<file path="config.mk">
export PLATFORM = sky130hd
export DESIGN_NAME = pipe_stage_reg
export DESIGN_NICKNAME = d
export VERILOG_FILES = /design/src/rtl/pipe_pkg.sv /design/src/rtl/pipe_slot.sv /design/src/rtl/pipe_stage_reg.sv
export SDC_FILE = /design/constraint.sdc
export NUM_CORES = 1
export LEC_CHECK = 0
export ABC_CLOCK_PERIOD_IN_PS = 3000
export BUFFER_PORTS_ARGS = -buffer_cell sky130_fd_sc_hd__clkbuf_2
export CAP_MARGIN = 20
export CORE_ASPECT_RATIO = 0.75
export CORE_MARGIN = 2
export CORE_UTILIZATION = 35
export DETAILED_ROUTE_END_ITERATION = 10
export GPL_TIMING_DRIVEN = 0
export PLACE_DENSITY = 0.65
export SLEW_MARGIN = 5
export SYNTH_ARGS = -nofsm -noshare
export SYNTH_HDL_FRONTEND = slang
export SYNTH_HIERARCHICAL = 1
export SYNTH_SLANG_ARGS = --single-unit
export TNS_END_PERCENT = 20
</file>
<file path="constraint.sdc">
create_clock -name clk -period 3 [get_ports clk]
set_clock_uncertainty 0.2 [all_clocks]
set_input_delay 0.6 -clock clk [delete_from_list [all_inputs] [get_ports clk]]
set_output_delay 0.6 -clock clk [all_outputs]
set_load 0.05 [all_outputs]
</file>
<file path="src/rtl/pipe_pkg.sv">
// Shared widths, control-bit indices and the bubble value for the elastic pipeline-stage registers.
package pipe_pkg;

    localparam int unsigned PIPE_DATA_W = 68;
    localparam int unsigned PIPE_CTRL_W = 4;

    localparam int unsigned CTRL_HLT      = 3;
    localparam int unsigned CTRL_MEMTOREG = 2;
    localparam int unsigned CTRL_REGWRITE = 1;
    localparam int unsigned CTRL_PCS      = 0;

    localparam logic [PIPE_CTRL_W-1:0] PIPE_CTRL_BUBBLE = '0;

    // Saturating increment for the 16-bit performance counters.
    function automatic logic [15:0] sat_inc16(input logic [15:0] v);
        return (v == 16'hFFFF) ? v : v + 16'd1;
    endfunction

endpackage

</file>
<file path="src/rtl/pipe_slot.sv">
// One entry of the stage: valid + data + ctrl. Kill clears valid and parks ctrl at the bubble value
// while the data register keeps its last contents.
module pipe_slot #(
    parameter int unsigned           DATA_W      = 68,
    parameter int unsigned           CTRL_W      = 4,
    parameter logic [CTRL_W-1:0]     CTRL_BUBBLE = {CTRL_W{1'b0}}
) (
    input  logic              clk,
    input  logic              rst_n,
    input  logic              load,
    input  logic              kill,
    input  logic [DATA_W-1:0] d_data,
    input  logic [CTRL_W-1:0] d_ctrl,
    output logic              valid,
    output logic [DATA_W-1:0] data,
    output logic [CTRL_W-1:0] ctrl
);

    always_ff @(posedge clk or negedge rst_n) begin
        if (!rst_n) begin
            valid <= 1'b0;
            data  <= '0;
            ctrl  <= CTRL_BUBBLE;
        end else if (kill) begin
            valid <= 1'b0;
            ctrl  <= CTRL_BUBBLE;
        end else if (load) begin
            valid <= 1'b1;
            data  <= d_data;
            ctrl  <= d_ctrl;
        end
    end

endmodule

</file>
<file path="src/rtl/pipe_stage_reg.sv">
// Elastic pipeline-stage register with 2-entry skid buffer, flush and bubble-safe control output.
// Optional perf counters (stall_cnt, flush_cnt) are built only when PIPE_STAGE_PERF_EN is defined.
module pipe_stage_reg
    import pipe_pkg::*;
#(
    parameter int unsigned       DATA_W      = PIPE_DATA_W,
    parameter int unsigned       CTRL_W      = PIPE_CTRL_W,
    parameter logic [CTRL_W-1:0] CTRL_BUBBLE = {CTRL_W{1'b0}}
) (
    input  logic              clk,
    input  logic              rst_n,
    input  logic              flush,
    input  logic              in_valid,
    output logic              in_ready,
    input  logic [DATA_W-1:0] in_data,
    input  logic [CTRL_W-1:0] in_ctrl,
    output logic              out_valid,
    input  logic              out_ready,
    output logic [DATA_W-1:0] out_data,
    output logic [CTRL_W-1:0] out_ctrl,
    output logic [15:0]       stall_cnt,
    output logic [15:0]       flush_cnt
);

    logic              m_valid, s_valid;
    logic [DATA_W-1:0] m_data, s_data;
    logic [CTRL_W-1:0] m_ctrl, s_ctrl;
    logic              m_load, m_kill, s_load, s_kill;
    logic [DATA_W-1:0] m_d_data;
    logic [CTRL_W-1:0] m_d_ctrl;
    logic              acc, take;

    assign in_ready  = ~s_valid;
    assign out_valid = m_valid;
    assign out_data  = m_data;
    assign out_ctrl  = m_valid ? m_ctrl : CTRL_BUBBLE;

    assign acc  = in_valid & in_ready;
    assign take = m_valid & out_ready;

    // Main slot refills from the skid entry first so ordering stays FIFO.
    assign m_d_data = s_valid ? s_data : in_data;
    assign m_d_ctrl = s_valid ? s_ctrl : in_ctrl;

    always_comb begin
        m_load = 1'b0;
        m_kill = 1'b0;
        s_load = 1'b0;
        s_kill = 1'b0;
        if (flush) begin
            m_kill = 1'b1;
            s_kill = 1'b1;
        end else if (!m_valid || take) begin
            if (s_valid) begin
                m_load = 1'b1;
                s_kill = 1'b1;
            end else if (acc) begin
                m_load = 1'b1;
            end else begin
                m_kill = 1'b1;
            end
        end else if (acc) begin
            s_load = 1'b1;
        end
    end

    pipe_slot #(
        .DATA_W      (DATA_W),
        .CTRL_W      (CTRL_W),
        .CTRL_BUBBLE (CTRL_BUBBLE)
    ) u_main (
        .clk    (clk),
        .rst_n  (rst_n),
        .load   (m_load),
        .kill   (m_kill),
        .d_data (m_d_data),
        .d_ctrl (m_d_ctrl),
        .valid  (m_valid),
        .data   (m_data),
        .ctrl   (m_ctrl)
    );

    pipe_slot #(
        .DATA_W      (DATA_W),
        .CTRL_W      (CTRL_W),
        .CTRL_BUBBLE (CTRL_BUBBLE)
    ) u_skid (
        .clk    (clk),
        .rst_n  (rst_n),
        .load   (s_load),
        .kill   (s_kill),
        .d_data (in_data),
        .d_ctrl (in_ctrl),
        .valid  (s_valid),
        .data   (s_data),
        .ctrl   (s_ctrl)
    );

`ifdef PIPE_STAGE_PERF_EN
    logic [15:0] stall_q, flush_q;

    always_ff @(posedge clk or negedge rst_n) begin
        if (!rst_n) begin
            stall_q <= 16'h0000;
            flush_q <= 16'h0000;
        end else begin
            if (m_valid && !out_ready && !flush)
                stall_q <= sat_inc16(stall_q);
            if (flush && (m_valid || s_valid || in_valid))
                flush_q <= sat_inc16(flush_q);
        end
    end

    assign stall_cnt = stall_q;
    assign flush_cnt = flush_q;
`else
    assign stall_cnt = 16'h0000;
    assign flush_cnt = 16'h0000;
`endif

endmodule
</file>
==> results of run 1 <==
==> cells in the mapped netlist <==
master | n | area share [%]
dfrtp_1 | 146 | 52
mux2_2 | 132 | 21
mux2_4 | 76 | 16
buf_4 | 33 | 3.5
nor2_1 | 13 | 0.70
buf_2 | 11 | 0.79
buf_6 | 10 | 1.6
mux2i_1 | 8 | 1.1
and2_1 | 4 | 0.36
buf_8 | 4 | 0.86
a21o_1 | 2 | 0.21
nor2b_4 | 2 | 0.39
conb_1 | 1 | 0.054
inv_1 | 1 | 0.054
nand2b_1 | 1 | 0.090
nor2b_1 | 1 | 0.090
nor3_1 | 1 | 0.072
nor4b_2 | 1 | 0.21
==> worst min path at each step <==
stage                                       end  depth (start not counted)  slack (ns)
floorplan            u_main/ctrl[0]$_DFFE_PN0P_                          0        0.10
global placement    u_skid/data[23]$_DFFE_PN0P_                          1        0.28
detailed placement  u_skid/data[67]$_DFFE_PN0P_                          1        0.29
CTS                  u_skid/data[9]$_DFFE_PN0P_                          2        0.21
global route        u_skid/data[54]$_DFFE_PN0P_                          2        0.21
finish               u_skid/data[9]$_DFFE_PN0P_                          2        0.23
==> flip-flops by register name, indices dropped and copies added (netlist names) <==
signal / count
u_skid/data: 68
u_main/data: 68
u_skid/ctrl: 4
u_main/valid: 1
u_skid/valid: 1
u_main/ctrl: 4
==> timing repair <==
action,CTS,global route
hold buffers,1,0
buffers inserted,0,0
endpoints found under the hold margin,53,0
==> cells in the final DEF (no fill, tap or decap), drive strengths merged <==
cell type / synthesis / final
mux2: 208 / 208
clkbuf: 0 / 174
dfrtp: 146 / 146
buf: 58 / 59
conb: 1 / 32
nor2: 13 / 13
mux2i: 8 / 8
clkinv: 0 / 5
and2: 4 / 4
nor2b: 3 / 3
a21o: 2 / 2
inv: 1 / 2
nand2b: 1 / 1
nor4b: 1 / 1
nor3: 1 / 1
bufinv: 0 / 1
clkinvlp: 0 / 1
dlygate4sd3: 0 / 1
==> report_power, final <==
part,switching [mW],internal [mW]
logic,1.19,0.575
clock network,0.806,1.25
registers,0.184,2.29
total,2.18,4.12
==> routing by layer <==
metal	global-route usage [%]	vias to the layer above	share of wire (%)
li1	-	1908	-
met1	18.2	2114	45
met2	24.5	105	50
met3	4.77	4	5.2
met4	3.02	0	0.42
met5	0	-	0
==> critical path: stages (launching register included) <==
cell	delay, ns
dfrtp_1	0.47
buf_4	0.26
buf_6	0.20
nor2_1	0.08
nor3_1	0.21
buf_6	0.17
nor2b_4	0.14
buf_6	0.12
buf_6	0.17
buf_8	0.18
mux2_4	0.31
==> cell type report <==
cell class / instances / area, um2 / share of cell area (%)
buffer: 58 / 475 / 5.40
clock buffer: 24 / 502 / 5.70
clock inverter: 8 / 75.1 / 0.853
inverter: 1 / 3.75 / 0.0427
multi-input combinational: 273 / 2980 / 33.8
sequential: 146 / 3650 / 41.5
tap: 253 / 317 / 3.60
timing repair buffer: 152 / 797 / 9.06
==> kinds of logic (layout without fill, tap and decap cells) <==
logic type             count (synthesis)  in the layout  share of synthesized area (%)
and+or+nand+nor                       23             23                           1.91
DFF                                  146            146                           52.2
buffers and inverters                 59            243                           6.85
AOI/OAI and AO/OA                      2              2                          0.215
muxes                                216            216                           38.7
other                                  1             32                         0.0536
==> per-stage QoR <==
step                hold slack [ns]  area, um2
finish                        0.229       8800
CTS                           0.206       8800
detailed placement            0.291       8210
global route                  0.212       8800
floorplan                     0.104       7110
global placement              0.283       8180
==> metrics.md, run 1 <==
| Metric | Value |
|---|---|
| Slew of the pin with the lowest slew margin | 0.527 ns |
| Setup ws final | between 0.3 and 0.4 ns |
| Total via count in the routed design | between 4000 and 5000 |
| Setup TNS | 0 ns |
| Failing checks | DRC |
| Worst Path Arrival | roughly 2.7 ns |
| Worst setup SP type | flop |
| Gate Count Post-Synth | 447 |
| Worst r2r path cells | 10 |
| Placed cells | roughly 880 |
| Share of cells above drive strength 1 | between 60% and 70% |
| Max capacitance violation total | 0 |
| Io pins | ~180 |
| # fillers | around 1800 |
| GPL Wtd Cong | 0.747 |
| CTS tree | yes |
| Fin. max-slew vios | 0 |
| DR iter-0 viols | between 200 and 250 |
| Critical R2R Launch | u_skid/valid$_DFFE_PN0P_ |
| Wire per inst | around 16 um |
| Register-to-register setup slack | about 0.35 ns |
| Worst-skew pair later-pin latency | a little over 0.4 ns |
| Setup crit start | u_skid/valid$_DFFE_PN0P_ |
| Total iterations of the first detailed-routing run | 7 |
| Synthesis-to-layout area growth | 25.8% |
| All-layer global routing usage | 14.5% |
| WL final | 14700 um |
| CP endpoint kind | flop |
| Bufs on Longest Clock Path | 2 |
| FF-to-FF End | u_main/data[62]$_DFFE_PN0P_ |
| Largest net degree at the start of global routing | 85 |
| CTS sink cnt | around 150 |
| Rel. slew slack | between 60% and 70% |
| IO Port Bufs | 150 |
| First-pass GRT wire length | ~24000 um |
| DP Worst Slack | ~0.33 ns |
| Initial antenna violation count | 0 |
| Post-synthesis sequential area ratio | between 50% and 60% |
| Crit Path Class | reg2reg |
| CTS clock-pin slew for the worst setup and hold paths | 0.06 ns |
| Vias in the first global route | between 4000 and 5000 |
| Critical Path RT | 3.09 ns |
| PD cells | between 700 and 800 nW/um2 |
| Worst setup path endpoint | u_main/data[62]$_DFFE_PN0P_ |
| Final Hold Viols | 0 |
| Synth Warn # | 6 |
| DIE AREA | 21100 um2 |
| Die Span Y | between 100 and 150 um |
| Fin nets | 726 |
| Hold Path Class | in2reg |
| Fin util | roughly 45% |
| # diodes | 0 |
| Post-route minimum period | around 2.6 ns |
| CTS buffer count | 17 |
| Number of gates resized after CTS | 0 |
| RSZ-0062 raised after global routing | false |
| Detail Route Antenna Nets | 0 |
| Total power | 6.30 mW |
| DRC viols | 10 |
| Peak Freq | roughly 380 MHz |
| Crit-path max FO | 10 |
| H-tree depth | 4 |
| Syn Std Cell Area | 6990 um2 |
| CTS Root Cell | clkbuf_16 |
| Pleak | roughly 4.4 nW |
| Grt total ovfl | 0 |
| Final setup violating endpoints | 0 |
| Detail Placement HPWL | 10600 um |
| Non-Filler Instances | ~920 |
| Drt via density | ~4.5 |
| Max VDD drop | ~0.00036 V |
| Final worst path period share | approximately nine tenths |
| Die Wd | roughly 170 um |
| Hold Crit Start | in_data[9] |
| Synth Register Bits | between 100 and 150 |
| Netlist cell types | 18 |
| Num rows | 44 |
| Syn_area_per_cell | 15.6 um2 |
| Core Footprint | about 20000 um2 |
| Status | finished, violations left |
| Initial core utilization | approximately 36% |
Power figures use the tool's default switching activity.
==> run 2, diff against run 1 <==
--- a/config.mk
+++ b/config.mk
@@ -10,10 +10,10 @@
 export CAP_MARGIN = 20
 export CORE_ASPECT_RATIO = 0.75
 export CORE_MARGIN = 2
-export CORE_UTILIZATION = 35
+export CORE_UTILIZATION = 53
 export DETAILED_ROUTE_END_ITERATION = 10
 export GPL_TIMING_DRIVEN = 0
-export PLACE_DENSITY = 0.65
+export PLACE_DENSITY = 0.88
 export SLEW_MARGIN = 5
 export SYNTH_ARGS = -nofsm -noshare
 export SYNTH_HDL_FRONTEND = slang
==> metrics.md, run 2 (synthesized netlist as in run 1, its figures left out) <==
| Metric | Value |
|---|---|
| DIE AREA | approximately 14000 um2 |
| Io pins | about 180 |
| Commonest non-fill, non-tap cell in the layout | clkbuf_2 |
| Die Wd | 137 um |
| DP Worst Slack | just under 0.4 ns |
| DR iter-0 viols | 110 |
| Critical Path RT | ~3 ns |
| Commonest non-fill, non-tap cells in the layout | clkbuf_2, dfrtp_1, mux2_2 |
| Detail Route Antenna Nets | 0 |
| Multi-input gate area | roughly 3000 um2 |
| PD cells | ~740 nW/um2 |
| Hold Path Class | in2reg |
| Total iterations of the first detailed-routing run | 4 |
| Num rows | 36 |
| Setup ws final | around 0.42 ns |
| Sequential Area | 3650 um2 |
| Comb pwr share | between 20% and 30% |
| Worst path top cell family by delay | buffers and inverters |
| Max VDD drop | 0.000587 V |
| Bufs on Longest Clock Path | 2 |
| Worst-path cell chain | buf_4 -> buf_6 -> nor2_1 -> nor3_1 -> buf_6 -> nor2b_4 -> buf_6 -> buf_2 -> mux2_2 |
| Switch Pwr | around 2.2 mW |
| Hold path cells | 2 |
| Initial core utilization | a little over half |
| Register-to-register setup slack | about 0.42 ns |
| Hold EP | u_skid/data[52]$_DFFE_PN0P_ |
| Initial antenna violation count | 0 |
| DRC viols | 0 |
| Final worst path period share | a little under nine tenths |
| CP most frequent cell | buf_6 |
| Pint | about 4.3 mW |
| CP max stage delay | roughly 0.42 ns |
| Seq pwr share | 38.2% |
| CTS clock-pin slew for the worst setup and hold paths | around 0.060 ns |
| Worst setup SP type | flop |
| CTS Root Cell | clkbuf_16 |
| Grt total ovfl | 0 |
| Sw Share | roughly a third |
| Top Usage Layer GRT | met2 |
| IO Port Bufs | 150 |
| Critical R2R Launch | u_skid/valid$_DFFE_PN0P_ |
| Largest net degree at the start of global routing | between 80 and 90 |
| Non-Filler Instances | 833 |
| Final Hold Viols | 0 |
| Cts hold-fix bufs | 1 |
| Rel. slew slack | between 60 and 70% |
| Total via count in the routed design | approximately 4100 |
| Fin util | between 60% and 70% |
| # fillers | 912 |
| Hold Crit Start | in_data[52] |
| Worst Path Arrival | about 2.7 ns |
| First-pass GRT wire length | between 20000 and 25000 um |
| Wire per inst | 17.2 um |
| Peak Freq | roughly 390 MHz |
| Crit-path max FO | 10 |
| Buffers & Inverters on Critical Path | 5 |
| CTS tree | yes |
| FF-to-FF End | u_main/data[14]$_DFFE_PN0P_ |
| Worst-skew pair later-pin latency | ~0.42 ns |
| Core Footprint | 12900 um2 |
| All-layer global routing usage | between 20% and 30% |
| Crit Path Class | reg2reg |
| Number of gates resized after CTS | 0 |
| Share of cells above drive strength 1 | 68.1% |
| Pleak | about 4.4 nW |
| # diodes | 0 |
| GR Util met1 | about a quarter |
| CP max stage cell | dfrtp_1 |
| GPL Wtd Cong | roughly 0.71 |
| Detail Placement HPWL | around 10000 um |
| M2 GR Usage | 36.3% |
| CP endpoint kind | flop |
| WL final | roughly 14000 um |
| Met3 usage | between 5 and 6% |
| CTS sink cnt | ~150 |
| Regs by FF count | u_main/data: 68 flops, u_skid/data: 68 flops |
| CTS buffer count | 17 |
| Placed cells | 800 |
| Worst r2r path cells | 9 |
| Die Span Y | 103 um |
| Drt via density | approximately 5.0 |
| Post-route minimum period | roughly 2.6 ns |
| Clk pwr share | about 34% |
| Setup Buffers After CTS | 0 |
| Vias in the first global route | 4425 |
| H-tree depth | 4 |
| Fin. max-slew vios | 0 |
| Synthesis-to-layout area growth | 25.0% |
| Slew of the pin with the lowest slew margin | approximately 0.5 ns |
| Status | finished clean |
| Fin nets | between 700 and 800 |
| Max capacitance violation total | 0 |
| Setup TNS | 0 ns |
| Final setup violating endpoints | 0 |
| RSZ-0062 raised after global routing | false |
==> run 2: power groups by stage <==
stage,logic [mW],clock network (mW),registers [mW]
finish,1.78,2.23,2.48
global route,1.87,2.36,2.52
CTS,1.79,2.28,2.48
detailed placement,1.78,0,2.51
global placement,1.73,0,2.48
floorplan,0.561,0,3.27
==> run 2: metal layers <==
metal / up-vias / part of all wire [%]
li1: 1912 / -
met1: 2097 / 43
met2: 106 / 51
met3: 16 / 5.2
met4: 0 / 1.3
met5: - / 0
==> run 2: how the worst max path moves through the flow <==
stage	startpoint	to	slack [ns]	cells past startpoint
finish	u_skid/valid$_DFFE_PN0P_	u_main/data[14]$_DFFE_PN0P_	0.42	9
global route	u_skid/valid$_DFFE_PN0P_	u_main/data[61]$_DFFE_PN0P_	0.25	10
CTS	u_skid/valid$_DFFE_PN0P_	u_main/data[59]$_DFFE_PN0P_	0.40	10
detailed placement	out_ready	u_skid/data[56]$_DFFE_PN0P_	0.38	9
global placement	rst_n	u_main/data[12]$_DFFE_PN0P_	-1.15	1
floorplan	u_main/valid$_DFFE_PN0P_	u_skid/data[43]$_DFFE_PN0P_	0.57	8
==> run 2: cell type report <==
| cell class | count | area share (%) |
|---|---|---|
| Sequential cell | 146 | 41.8 |
| Buffer | 58 | 5.44 |
| Multi-Input combinational cell | 273 | 34.1 |
| Clock inverter | 14 | 2.16 |
| Clock buffer | 18 | 4.91 |
| Inverter | 1 | 0.0430 |
| Tap cell | 171 | 2.45 |
| Timing Repair Buffer | 152 | 9.12 |
==> run 2: stage by stage <==
step                hold slack (ns)  total power, mW  area, um2
global route                  0.209             6.75       8740
floorplan                     0.104             3.83       7110
detailed placement            0.291             4.29       8110
CTS                           0.200             6.55       8740
global placement              0.283             4.21       8070
finish                        0.224             6.49       8740
==> run 2: worst register-to-register path: stages, from the launching register on <==
cell,delay (ns)
dfrtp_1,0.42
buf_4,0.25
buf_6,0.20
nor2_1,0.08
nor3_1,0.20
buf_6,0.17
nor2b_4,0.14
buf_6,0.13
buf_2,0.28
mux2_2,0.39
